$ cat src/rtl/prbs_sym_gen.sv
`default_nettype none
// ============================================================================
//  Module      : prbs_sym_gen
//  Description : Maximal-length Galois LFSR payload generator for modem test
//                data. Each clk_en advances the LFSR SYM_BITS steps
//                (combinationally unrolled) and emits the produced bits as one
//                registered symbol, first-generated bit in the MSB. Tracks the
//                sequence period against a reference seed and supports
//                runtime reseeding.
//
//  Optional feature macro: PRBS_ERR_INJECT_EN
//    When defined, adds err_inj / err_count. An err_inj sampled together with
//    a taken clk_en inverts sym_out[0] of that symbol only; the LFSR state is
//    not disturbed. err_count is cleared by reset only.
//
//  Ports
//    clk          in   1         system clock
//    reset        in   1         synchronous, active-high reset
//    clk_en       in   1         symbol strobe, one symbol per asserted cycle
//    seed_load    in   1         load seed_in into state and reference seed
//    seed_in      in   LFSR_LEN  runtime seed (0 is replaced by 1)
//    sym_out      out  SYM_BITS  current symbol
//    sym_valid    out  1         one-cycle pulse when sym_out updates
//    state_out    out  LFSR_LEN  current LFSR state
//    cycle_pulse  out  1         state returned to the reference seed
//    cycle_seen   out  1         sticky, set on the first cycle_pulse
//    period_out   out  CNT_W     symbols in the last completed cycle
//    sym_count    out  CNT_W     symbols since last cycle boundary or load
//    err_inj      in   1         [PRBS_ERR_INJECT_EN] corrupt next symbol
//    err_count    out  CNT_W     [PRBS_ERR_INJECT_EN] injected error count
//
//  Revision    : 1.0  initial release
// ============================================================================
module prbs_sym_gen #(
  parameter int LFSR_LEN = 22,   // 2..32
  parameter int SYM_BITS = 2,    // 1..8
  parameter int SEED     = 1,    // 0 is replaced by 1
  parameter int CNT_W    = 32
) (
  input  logic                clk,
  input  logic                reset,
  input  logic                clk_en,
  input  logic                seed_load,
  input  logic [LFSR_LEN-1:0] seed_in,
`ifdef PRBS_ERR_INJECT_EN
  input  logic                err_inj,
  output logic [CNT_W-1:0]    err_count,
`endif
  output logic [SYM_BITS-1:0] sym_out,
  output logic                sym_valid,
  output logic [LFSR_LEN-1:0] state_out,
  output logic                cycle_pulse,
  output logic                cycle_seen,
  output logic [CNT_W-1:0]    period_out,
  output logic [CNT_W-1:0]    sym_count
);

  // --------------------------------------------------------------------------
  // Maximal-length feedback masks for the right-shifting Galois form.
  // Bit (t-1) is set for every tap t of the primitive polynomial.
  // --------------------------------------------------------------------------
  function automatic logic [31:0] tap_mask(input int len);
    logic [31:0] m;
    case (len)
      2:       m = 32'h0000_0003;
      3:       m = 32'h0000_0006;
      4:       m = 32'h0000_000C;
      5:       m = 32'h0000_0014;
      6:       m = 32'h0000_0030;
      7:       m = 32'h0000_0060;
      8:       m = 32'h0000_00B8;
      9:       m = 32'h0000_0110;
      10:      m = 32'h0000_0240;
      11:      m = 32'h0000_0500;
      12:      m = 32'h0000_0829;
      13:      m = 32'h0000_100D;
      14:      m = 32'h0000_2015;
      15:      m = 32'h0000_6000;
      16:      m = 32'h0000_D008;
      17:      m = 32'h0001_2000;
      18:      m = 32'h0002_0400;
      19:      m = 32'h0004_0023;
      20:      m = 32'h0009_0000;
      21:      m = 32'h0014_0000;
      22:      m = 32'h0030_0000;
      23:      m = 32'h0042_0000;
      24:      m = 32'h00E1_0000;
      25:      m = 32'h0120_0000;
      26:      m = 32'h0200_0023;
      27:      m = 32'h0400_0013;
      28:      m = 32'h0900_0000;
      29:      m = 32'h1400_0000;
      30:      m = 32'h2000_0029;
      31:      m = 32'h4800_0000;
      32:      m = 32'h8020_0003;
      default: m = 32'h0000_0003;
    endcase
    return m;
  endfunction

  localparam logic [LFSR_LEN-1:0] TAPMASK    = LFSR_LEN'(tap_mask(LFSR_LEN));
  localparam logic [LFSR_LEN-1:0] STATE_ONE  = LFSR_LEN'(1);
  localparam logic [LFSR_LEN-1:0] SEED_TRUNC = LFSR_LEN'(SEED);
  // A zero seed would lock the LFSR, so it is promoted to 1.
  localparam logic [LFSR_LEN-1:0] SEED_FIX   = (SEED_TRUNC == '0) ? STATE_ONE : SEED_TRUNC;
  localparam logic [CNT_W-1:0]    CNT_ONE    = CNT_W'(1);

  // --------------------------------------------------------------------------
  // Registered state
  // --------------------------------------------------------------------------
  logic [LFSR_LEN-1:0] state_q,     state_d;
  logic [LFSR_LEN-1:0] ref_seed_q,  ref_seed_d;
  logic [SYM_BITS-1:0] sym_q,       sym_d;
  logic                valid_q,     valid_d;
  logic                pulse_q,     pulse_d;
  logic                seen_q,      seen_d;
  logic [CNT_W-1:0]    period_q,    period_d;
  logic [CNT_W-1:0]    count_q,     count_d;
`ifdef PRBS_ERR_INJECT_EN
  logic [CNT_W-1:0]    err_cnt_q,   err_cnt_d;
`endif

  // --------------------------------------------------------------------------
  // Unrolled LFSR: step_state[g] is the state after g single steps; the bit
  // shifted out at step g lands at symbol position SYM_BITS-1-g so that the
  // earliest bit ends up in the MSB.
  // --------------------------------------------------------------------------
  logic [LFSR_LEN-1:0] step_state [0:SYM_BITS];
  logic [SYM_BITS-1:0] step_bits;

  assign step_state[0] = state_q;

  for (genvar g = 0; g < SYM_BITS; g++) begin : g_step
    assign step_bits[SYM_BITS-1-g] = step_state[g][0];
    assign step_state[g+1] = (step_state[g] >> 1) ^ (step_state[g][0] ? TAPMASK : '0);
  end

  // All-zero cannot occur from a legal state; guard it anyway so an upset
  // cannot lock the generator.
  logic [LFSR_LEN-1:0] adv_state;
  assign adv_state = (step_state[SYM_BITS] == '0) ? STATE_ONE : step_state[SYM_BITS];

  logic [LFSR_LEN-1:0] seed_fix;
  assign seed_fix = (seed_in == '0) ? STATE_ONE : seed_in;

  logic inj_bit;
`ifdef PRBS_ERR_INJECT_EN
  assign inj_bit = err_inj;
`else
  assign inj_bit = 1'b0;
`endif

  // --------------------------------------------------------------------------
  // Next-state logic. A load takes priority and swallows a coincident strobe
  // (and any coincident error request).
  // --------------------------------------------------------------------------
  always_comb begin
    state_d    = state_q;
    ref_seed_d = ref_seed_q;
    sym_d      = sym_q;
    valid_d    = 1'b0;
    pulse_d    = 1'b0;
    seen_d     = seen_q;
    period_d   = period_q;
    count_d    = count_q;
`ifdef PRBS_ERR_INJECT_EN
    err_cnt_d  = err_cnt_q;
`endif

    if (seed_load) begin
      state_d    = seed_fix;
      ref_seed_d = seed_fix;
      count_d    = '0;
    end else if (clk_en) begin
      state_d = adv_state;
      sym_d   = step_bits ^ SYM_BITS'(inj_bit);
      valid_d = 1'b1;
`ifdef PRBS_ERR_INJECT_EN
      if (err_inj) begin
        err_cnt_d = err_cnt_q + CNT_ONE;
      end
`endif
      // Boundary: this symbol brought the state back to the reference seed.
      if (adv_state == ref_seed_q) begin
        pulse_d  = 1'b1;
        seen_d   = 1'b1;
        period_d = count_q + CNT_ONE;
        count_d  = '0;
      end else begin
        count_d  = count_q + CNT_ONE;
      end
    end
  end

  always_ff @(posedge clk) begin
    if (reset) begin
      state_q    <= SEED_FIX;
      ref_seed_q <= SEED_FIX;
      sym_q      <= '0;
      valid_q    <= 1'b0;
      pulse_q    <= 1'b0;
      seen_q     <= 1'b0;
      period_q   <= '0;
      count_q    <= '0;
`ifdef PRBS_ERR_INJECT_EN
      err_cnt_q  <= '0;
`endif
    end else begin
      state_q    <= state_d;
      ref_seed_q <= ref_seed_d;
      sym_q      <= sym_d;
      valid_q    <= valid_d;
      pulse_q    <= pulse_d;
      seen_q     <= seen_d;
      period_q   <= period_d;
      count_q    <= count_d;
`ifdef PRBS_ERR_INJECT_EN
      err_cnt_q  <= err_cnt_d;
`endif
    end
  end

  // --------------------------------------------------------------------------
  // Outputs (all straight from flops)
  // --------------------------------------------------------------------------
  assign sym_out     = sym_q;
  assign sym_valid   = valid_q;
  assign state_out   = state_q;
  assign cycle_pulse = pulse_q;
  assign cycle_seen  = seen_q;
  assign period_out  = period_q;
  assign sym_count   = count_q;
`ifdef PRBS_ERR_INJECT_EN
  assign err_count   = err_cnt_q;
`endif

endmodule
`default_nettype wire
$ cat config.mk
export PLATFORM = sky130hd
export DESIGN_NAME = prbs_sym_gen
export DESIGN_NICKNAME = d
export VERILOG_FILES = /design/src/rtl/prbs_sym_gen.sv
export SDC_FILE = /design/constraint.sdc
export NUM_CORES = 1
export LEC_CHECK = 0
export ABC_AREA = 1
export BUFFER_PORTS_ARGS = -buffer_cell sky130_fd_sc_hd__clkbuf_2
export CAP_MARGIN = 10
export CORE_AREA = 4 4 114 116
export DETAILED_ROUTE_END_ITERATION = 8
export DIE_AREA = 0 0 118 120
export GPL_ROUTABILITY_DRIVEN = 0
export PLACE_DENSITY = 0.76
export SYNTH_ARGS = -nofsm -noshare
export SYNTH_HDL_FRONTEND = slang
export SYNTH_SLANG_ARGS = --single-unit
export TNS_END_PERCENT = 10
$ cat constraint.sdc
create_clock -name clk -period 1.8 [get_ports clk]
set_input_delay 0.18 -clock clk [delete_from_list [all_inputs] [get_ports clk]]
set_output_delay 0.18 -clock clk [all_outputs]
set_load 0.03 [all_outputs]
After elaboration in Yosys (flattened, before gate mapping)

Index checks and enable logic that the tools add are counted.

Flip-flop bits (word level): 113
Bits of input ports: 26
Output and inout port bits: 91
Logic and storage cells: 30

Add/subtract/negate cells: 1
Eq/ne operators: 1
Muxes and demuxes: 9
Bitwise gates (word level): 4
Reductions and logical operators: 7

Operators with widths:

| kind                                           | count |
|---|---|
| 2-to-1 mux 22 bit                              | 6 |
| zero test 22 bit                               | 2 |
| bitwise XOR 21 x 22 -> 22 bit                  | 2 |
| adder 32 x 1 -> 32 bit (second input constant) | 1 |
| 2-to-1 mux 32 bit                              | 1 |
| == test 22 bit                                 | 1 |
| AND reduction 3 bit                            | 1 |
| OR reduction 3 bit                             | 1 |
| 2-to-1 mux 1 bit                               | 2 |
| inverter 1 bit                                 | 2 |
| AND reduction 2 bit                            | 1 |
| nonzero test 2 bit                             | 1 |
| OR reduction 2 bit                             | 1 |

Logic depth before layout (Yosys ltp)

Gate-level depths: netlist of the first run.

Depth in word-level cells: 8
Mapped depth: 16
Mapped depth without buffers: 15

Least setup slack after synthesis of the first run

OpenSTA, ideal clock, no wires.

Kind: reg-to-reg
Start: register state_q[0], in the netlist state_out[0]
End: register period_q[10], in the netlist period_out[10]
Setup time: 0.064 ns
Arrival: 1.962 ns
Required time: 1.736 ns
Setup slack: -0.226 ns
Stages on the path, launching flop included: 12
Path buffers: 1
Period minus slack after synthesis: 2.026 ns
Path through: dfxtp_1 -> inv_2 -> ha_1 -> xor2_1 -> a21oi_1 -> nand4_1 -> nor2_4 -> nand3_4 -> buf_6 -> nand2_1 -> inv_1 -> nor2_1

Word-level cells in the longest chain between the ends: 7

Ends and longest elaborated chain:

| element                                      | RTL line | RTL |
|---|---|---|
| start: declaration                           | 111      | `logic [LFSR_LEN-1:0] state_q, state_d;` |
| start signal: assignment                     | 209      | `state_q <= state_d;` |
| 2-to-1 mux 22 bit *                          | 135      | `assign step_state[g+1] = (step_state[g] >> 1) ^ (step_state[g][0] ? TAPMASK : '0);` |
| bitwise XOR 21 x 22 -> 22 bit * (2 in a row) | 135      |  |
| zero test 22 bit                             | 141      | `assign adv_state = (step_state[SYM_BITS] == '0) ? STATE_ONE : step_state[SYM_BITS];` |
| 2-to-1 mux 22 bit *                          | 141      |  |
| == test 22 bit *                             | 184      | `if (adv_state == ref_seed_q) begin` |
| AND reduction 3 bit (no source line) *       | n/a      |  |
| end signal: assignment                       | 215      | `period_q <= period_d;` |
| end: declaration                             | 117      | `logic [CNT_W-1:0] period_q, period_d;` |

Mark *: on every way between the ends. The rest lies on a longest branch, timed or not.
A chain may end at the register's enable or synchronous reset.

Final worst setup path of the first run

Start: register count_q[4], in the netlist sym_count[4]
End: register count_q[31], in the netlist sym_count[31]

Word-level cells in the longest chain between the ends: 2

Ends and longest elaborated chain:

| element                  | RTL line | RTL |
|---|---|---|
| start: declaration       | 118      | `logic [CNT_W-1:0] count_q, count_d;` |
| start signal: assignment | 216      | `count_q <= count_d;` |
| adder 32 x 1 -> 32 bit   | 190      | `count_d = count_q + CNT_ONE;` |
| 2-to-1 mux 32 bit        | 184      |  |

Every way passes these cells.

==> results by group, run 1 <==
Finish
  • Fraction of layout cells with a size suffix above 1: 24.8%
  • Layout Cells excl Fill: 1,223
  • Fillers: 1,000
  • Area Growth Syn to Fin: 34.9%
  • Ant. Diodes: 0
  • Fin nets: 1,091
  • Cell area after layout: 7870 um2
  • Util after Layout: approximately 66%

STA
  • Fin. max-slew vios: 0
  • Fin. Hold Viols: 0
  • Final worst slack: -0.156 ns
  • Fmax: 511 MHz
  • Final Skew: 0.00423 ns
  • Min Hold Slack: ~0.042 ns
  • Slew HR: between 60% and 70%
  • Worst-margin pin slew: 0.454 ns
  • Final setup viols: 64
  • Unrepaired setup endpoints after global routing: true
  • Fin crit share: 109%
  • Post-route minimum period: 1.96 ns

GRT
  • First-pass GRT wire length: 29,000 um
  • Congestion Overflow GR: 0
  • Met3 Use GR: 6.36%
  • GRT Max-Usage Layer: met2
  • Initial antenna violation count: 0
  • GRT met2 Usage: 40.0%
  • Routing usage on met1: about a third
  • Pin count of the biggest net entering global routing: 54
  • GRT Overall Usage: 25.4%
  • Vias in the first global route: 5,932

Setup path
  • Most frequent CP cell: nand2_1
  • CP max FO: 4
  • CP Launch Type: register
  • Buf/Inv on CP: 1
  • Req. time, crit path: 2.09 ns
  • Crit Path Category: register to register
  • CP Capture Type: register
  • Crit-path slowest cell: dfxtp_1
  • Arrival @ worst endpoint: ~2.2 ns
  • Crit path largest cell delay: 0.38 ns
  • Critical-path cell list: nand2_1 -> nor2_1 -> nand2_2 -> nor2_2 -> nand2_1 -> xor2_1 -> inv_1 -> nand3_1 -> a21oi_1
  • Top delay family on crit path: simple AND/OR/NAND/NOR gates

Clock tree
  • Worst-path clk slew: 0.05 ns
  • CTS sink cnt: 113
  • H-tree Lvls: 4
  • CTS root buffer: clkbuf_16
  • Hold_buf cts: 0
  • Clock Path Buffers: 2
  • Worst-skew pair later-pin latency: ~0.42 ns
  • CTS Buf Count: 17
  • TritonCTS clock tree: yes

Synth
  • Number of synthesized flops with an enable pin: 0
  • Avg Cell Area, Syn: approximately 6.6 um2
  • Syn_nets: 916
  • Syn. warnings: 0
  • Sequential area share after synthesis: 38.8%
  • Post-Synthesis Cells: slightly below 900
  • #FFs+latches synth: approximately 110
  • Synth Flop Type: dfxtp_1
  • Async SR Flop Fraction: 0%
  • Cell variety after synth: 34
  • Synth Cell Area: 5840 um2

Pwr
  • Power Density: 865 nW/um2
  • Sw Ratio: 24.7%
  • Comb power frac: 10.3%
  • Psw: 0.00168 W
  • Power share of the clock group: 51.2%
  • Max rail drop VDD: 0.689 mV
  • Internal Power: 0.00512 W
  • Power share of the sequential group: 38.6%
  • Leakage: around 3.5 nW

Worst hold path
  • Hold Crit Class: primary input to register

Outcome
  • Failing checks: negative setup slack
  • Status: complete, but fails checks

Detailed routing
  • WL per Instance: approximately 15 um
  • Drt first-iter violations: between 600 and 700
  • TritonRoute pass-1 iters: 7
  • Number of routed nets with antenna violations: 0
  • DRC viols: 0
  • DR vias: around 6,500
  • Vias/cell: 5.31
  • Post-Route WL: 18,600 um

Floorplan
  • Die Wd: 118 um
  • Die area: 14,200 um2
  • # rows: 40
  • Initial core utilization: between 40% and 50%
  • Number of I/O pins: between 100 and 150
  • Core Area: 11,900 um2
  • Chip height: between 100 and 150 um

Run
  • Max-Cap Viols: 0

Placement
  • Port buffer count: 116
  • Pre-CTS WS: -0.0814 ns
  • DP HPWL: around 13,000 um
  • Placed cell area: 7130 um2
  • Placed cell count: 1,189
==> synth_stat cells (11+ instances only) <==
cell,count,share of area [%]
xor2_1,28,4.2
clkbuf_1,27,1.7
a21oi_1,52,4.5
o22ai_1,11,1.2
a31oi_1,17,1.8
nand2_1,235,15
nor2_1,92,5.9
nand3_1,40,3.4
o21ai_0,24,2.1
inv_1,138,8.9
dfxtp_1,113,39
nand4_1,41,4.4
==> cell families after synthesis <==
family                     synth area share [%]
and+or+nand+nor                            32.4
AOI/OAI and AO/OA                          10.7
buffers and inverters                      12.6
DFF                                        38.8
xor gates and xnor gates                   5.10
adders and majority gates                 0.429
==> timing repair <==
item | 4_1_cts | 5_1_grt
gates cloned | 0 | 2
endpoints found under the setup margin | 59 | 66
pin swaps | 4 | 6
setup buffers | 0 | 0
resized for setup | 3 | 13
==> metrics by stage <==
stage                     TNS, ns  total power [W]
after global routing       -12.53          0.00703
after floorplan            -0.289          0.00309
after CTS                   -1.49          0.00681
after global placement     -0.113          0.00334
final                       -5.04          0.00681
after detailed placement    -1.03          0.00335
==> tightest hold or removal path, cell delays in order <==
cell and delay, ns:
clkbuf_2 0.09, nand2_1 0.07, a31oi_1 0.07
==> final cells by class <==
class                           instances  area [um2]  area share (%)
Timing Repair Buffer                  199        1310            16.7
Tap cell                              147         184            2.34
Inverter                              144         546            6.93
Clock inverter                          8        96.3            1.22
Sequential cell                       113        2280            29.0
Multi-Input combinational cell        588        2930            37.2
Clock buffer                           24         524            6.66
==> path summary, 6_finish.rpt <==
kind                             startpoint                         end  slack (ns)  cells after the start
setup / recovery  sym_count[4]$_SDFFE_PP0P_  sym_count[31]$_SDFFE_PP0P_       -0.16                      9
hold / removal                   seed_in[8]   state_out[8]$_SDFFE_PP0P_        0.04                      3
setup reg to reg  sym_count[4]$_SDFFE_PP0P_  sym_count[31]$_SDFFE_PP0P_       -0.16                      9
hold reg to reg     cycle_seen$_SDFFE_PP0P_     cycle_seen$_SDFFE_PP0P_        0.46                      2
==> layout by cell type, fill, tap and decap left out, types with 24 or more instances in the layout <==
| master | instances |
|---|---|
| clkbuf_2 | 116 |
| nand2_1 | 233 |
| nand3_1 | 37 |
| o21ai_0 | 24 |
| nand4_1 | 41 |
| inv_1 | 137 |
| nor2_1 | 88 |
| dfxtp_1 | 106 |
| xor2_1 | 26 |
| a21oi_1 | 51 |
| buf_4 | 75 |
==> registers in the layout, summed over array words and instances, names as in the netlist <==
name and cells:
cycle_seen 1, sym_out 2, sym_count 32, sym_valid 1, cycle_pulse 1, period_out 32
ref_seed_q 22, state_out 22
==> metal layers <==
metal  up-vias  share of wire, %
li1       3167                 -
met1      2918                44
met2       356                45
met3        48               9.4
met4         0               2.4
met5         -                 0
==> power groups by stage <==
stage	Clock (W)	Combinational, W	Sequential, W
after CTS	0.00350	0.000688	0.00262
after global placement	0	0.000670	0.00267
final	0.00348	0.000699	0.00263
after global routing	0.00364	0.000759	0.00263
after floorplan	0	0.000325	0.00276
after detailed placement	0	0.000678	0.00267
Power figures use the tool's default switching activity.
==> inputs of run 2 (changes only) <==
--- a/config.mk
+++ b/config.mk
@@ -13,6 +13,7 @@
 export DIE_AREA = 0 0 118 120
 export GPL_ROUTABILITY_DRIVEN = 0
 export PLACE_DENSITY = 0.76
+export REMOVE_ABC_BUFFERS = 1
 export SYNTH_ARGS = -nofsm -noshare
 export SYNTH_HDL_FRONTEND = slang
 export SYNTH_SLANG_ARGS = --single-unit
==> run 2 against run 1 <==
The flow still finishes with violations (negative setup slack). Combinational power is essentially flat. Critical path depth is 6 higher. Clock power grew 3%. Sequential share of layout area down 0.31 points. Cell count unchanged. Sequential power barely moved. Clock-buffer cell count down 2. Routed wire length fell by 4.7%. Non-clock buffer count is the same. Register-to-register slack barely moved. Via count is 1.4% lower. Cell area increased by 0.35%. Largest cell class unchanged.
==> results by group, run 2 (synthesis gave the netlist of run 1 again) <==
Detailed routing
  • DRC viols: 0
  • Vias/cell: 5.23
  • Number of routed nets with antenna violations: 0
  • Post-Route WL: 17,800 um
  • TritonRoute pass-1 iters: 5
  • Drt first-iter violations: 653
  • DR vias: approximately 6,400
  • WL per Instance: roughly 15 um

Clock tree
  • CTS root buffer: clkbuf_16
  • CTS sink cnt: around 110
  • CTS Buf Count: 17
  • Worst-path clk slew: 0.06 ns
  • Hold_buf cts: 0
  • Worst-skew pair later-pin latency: 0.43 ns
  • Clock Path Buffers: 2
  • H-tree Lvls: 4
  • TritonCTS clock tree: yes

STA
  • Unrepaired setup endpoints after global routing: true
  • Fin. Hold Viols: 0
  • Fin. max-slew vios: 0
  • Slew HR: between 70% and 80%
  • Post-route minimum period: 1.96 ns
  • Fin crit share: 109%
  • Worst-margin pin slew: roughly 0.42 ns
  • Final worst slack: -0.156 ns
  • Min Hold Slack: 0.0232 ns
  • Setup_tns: -3.98 ns
  • Final setup viols: 42
  • Fmax: 511 MHz
  • Final Skew: 0.00842 ns

Setup path
  • Req. time, crit path: approximately 2.2 ns
  • Crit Path Category: register to register
  • Arrival @ worst endpoint: 2.32 ns
  • CP max FO: 6
  • CP Capture Type: register
  • CP Launch Type: register

Pwr
  • Leakage: 3.51 nW
  • Comb power frac: 10.1%
  • Internal Power: 0.00524 W
  • Power Density: 878 nW/um2
  • Power share of the sequential group: 37.9%
  • Power share of the clock group: between 50 and 60%
  • Sw Ratio: between 20 and 25%
  • Psw: 0.00169 W
  • Max rail drop VDD: 0.753 mV

Finish
  • Cell area after layout: 7900 um2
  • Fillers: 1,050
  • Register area: 2260 um2
  • Commonest non-fill, non-tap cell in the layout: nand2_1
  • Fraction of layout cells with a size suffix above 1: 25.1%
  • Fin nets: approximately 1,100
  • Area of the multi-input gates: about 2900 um2
  • Area Growth Syn to Fin: 35.4%
  • Ant. Diodes: 0
  • Most frequent cells in the layout: nand2_1 (224), inv_1 (135), clkbuf_2 (116)

GRT
  • Pin count of the biggest net entering global routing: 41
  • Congestion Overflow GR: 0
  • Vias in the first global route: 5,892
  • GRT Overall Usage: 24.7%
  • First-pass GRT wire length: about 28,000 um
  • Initial antenna violation count: 0

Floorplan
  • Number of I/O pins: 117
  • # rows: 40
  • Core Area: 11,900 um2
  • Chip height: around 120 um
  • Die Wd: 118 um
  • Initial core utilization: ~49%
  • Die area: around 14,000 um2

Placement
  • Port buffer count: 116
  • DP HPWL: 11,900 um
  • Placed cell area: between 7000 and 8000 um2

Outcome
  • Failing checks: negative setup slack
  • Status: complete, but fails checks

Worst hold path
  • Hold Crit Class: primary input to register

Run
  • Max-Cap Viols: 0
## run 2: changes by cell type in the layout (fill, tap and decap cells not counted), moves of 3 or more
cell     change
buf_4        -4
dfxtp_1      +5
dfxtp_4      -4
inv_2        +4
nand2_1      -9
nand2_2      +8
nand3_1      +3
nor2_1       -3
nor2_2       +3
nor3_1       +3
nor3_2       -3
## run 2: area by class of cell
class | instances | area share, %
clock inverters | 10 | 1.98
inverters | 144 | 6.84
clock buffers | 22 | 6.00
flip-flops and latches | 113 | 28.7
repair buffers | 199 | 17.3
well taps | 147 | 2.33
multi-input cells | 588 | 36.9
## run 2: worst max-delay path, cell delays in order, from the launching register on
cell	delay (ns)
dfxtp_2	0.33
inv_2	0.05
buf_4	0.13
nand2_1	0.06
nand2_2	0.08
nand2_1	0.06
o21ai_1	0.06
nor2_1	0.11
nand3_1	0.11
nor2_2	0.15
buf_4	0.16
nand3_4	0.16
clkbuf_16	0.23
nand2_1	0.07
inv_1	0.04
nor2_1	0.08
## run 2: path summary, 6_finish.rpt
path              cells past startpoint                   startpoint                     endpoint  slack, ns
setup / recovery                     15    state_out[0]$_SDFFE_PP1P_  period_out[21]$_SDFFE_PP0P_      -0.16
hold / removal                        3                  seed_in[16]  ref_seed_q[16]$_SDFFE_PP0P_       0.02
hold reg to reg                       2  ref_seed_q[12]$_SDFFE_PP0P_  ref_seed_q[12]$_SDFFE_PP0P_       0.47
setup reg to reg                     15    state_out[0]$_SDFFE_PP1P_  period_out[21]$_SDFFE_PP0P_      -0.16
## run 2: per-layer routing
metal	GRT usage [%]	up-vias	share of wire (%)
li1	-	3174	-
met1	32.1	2919	43
met2	39.8	270	47
met3	5.37	34	7.8
met4	10.5	0	2.1
met5	0	-	0
## run 2: timing repair
action                                  4_1_cts  5_1_grt
endpoints found under the setup margin       62       66
pin swaps                                     2       13
gates cloned                                  1        2
setup buffers                                 1        1
gates resized for setup                       6       25
hold endpoints to repair                      0        0
## run 2: power groups by stage
stage | logic [W] | clock network [W] | registers (W)
2_1_floorplan | 0.000283 | 0 | 0.00276
3_3_place_gp | 0.000670 | 0 | 0.00267
3_5_place_dp | 0.000677 | 0 | 0.00268
4_1_cts | 0.000686 | 0.00361 | 0.00263
5_1_grt | 0.000769 | 0.00375 | 0.00263
6_report | 0.000702 | 0.00360 | 0.00263
## run 2: stage by stage
| stage | power (W) | instances | util [%] | worst slack (ns) |
|---|---|---|---|---|
| finish | 0.00693 | 1223 | 66.3 | -0.156 |
| global route | 0.00715 | 1223 | 66.3 | -0.330 |
| global placement | 0.00334 | 1186 | 59.5 | -0.106 |
| detailed placement | 0.00335 | 1186 | 59.5 | -0.170 |
| floorplan | 0.00305 | 845 | - | -1.22 |
| CTS | 0.00693 | 1220 | 65.3 | -0.168 |
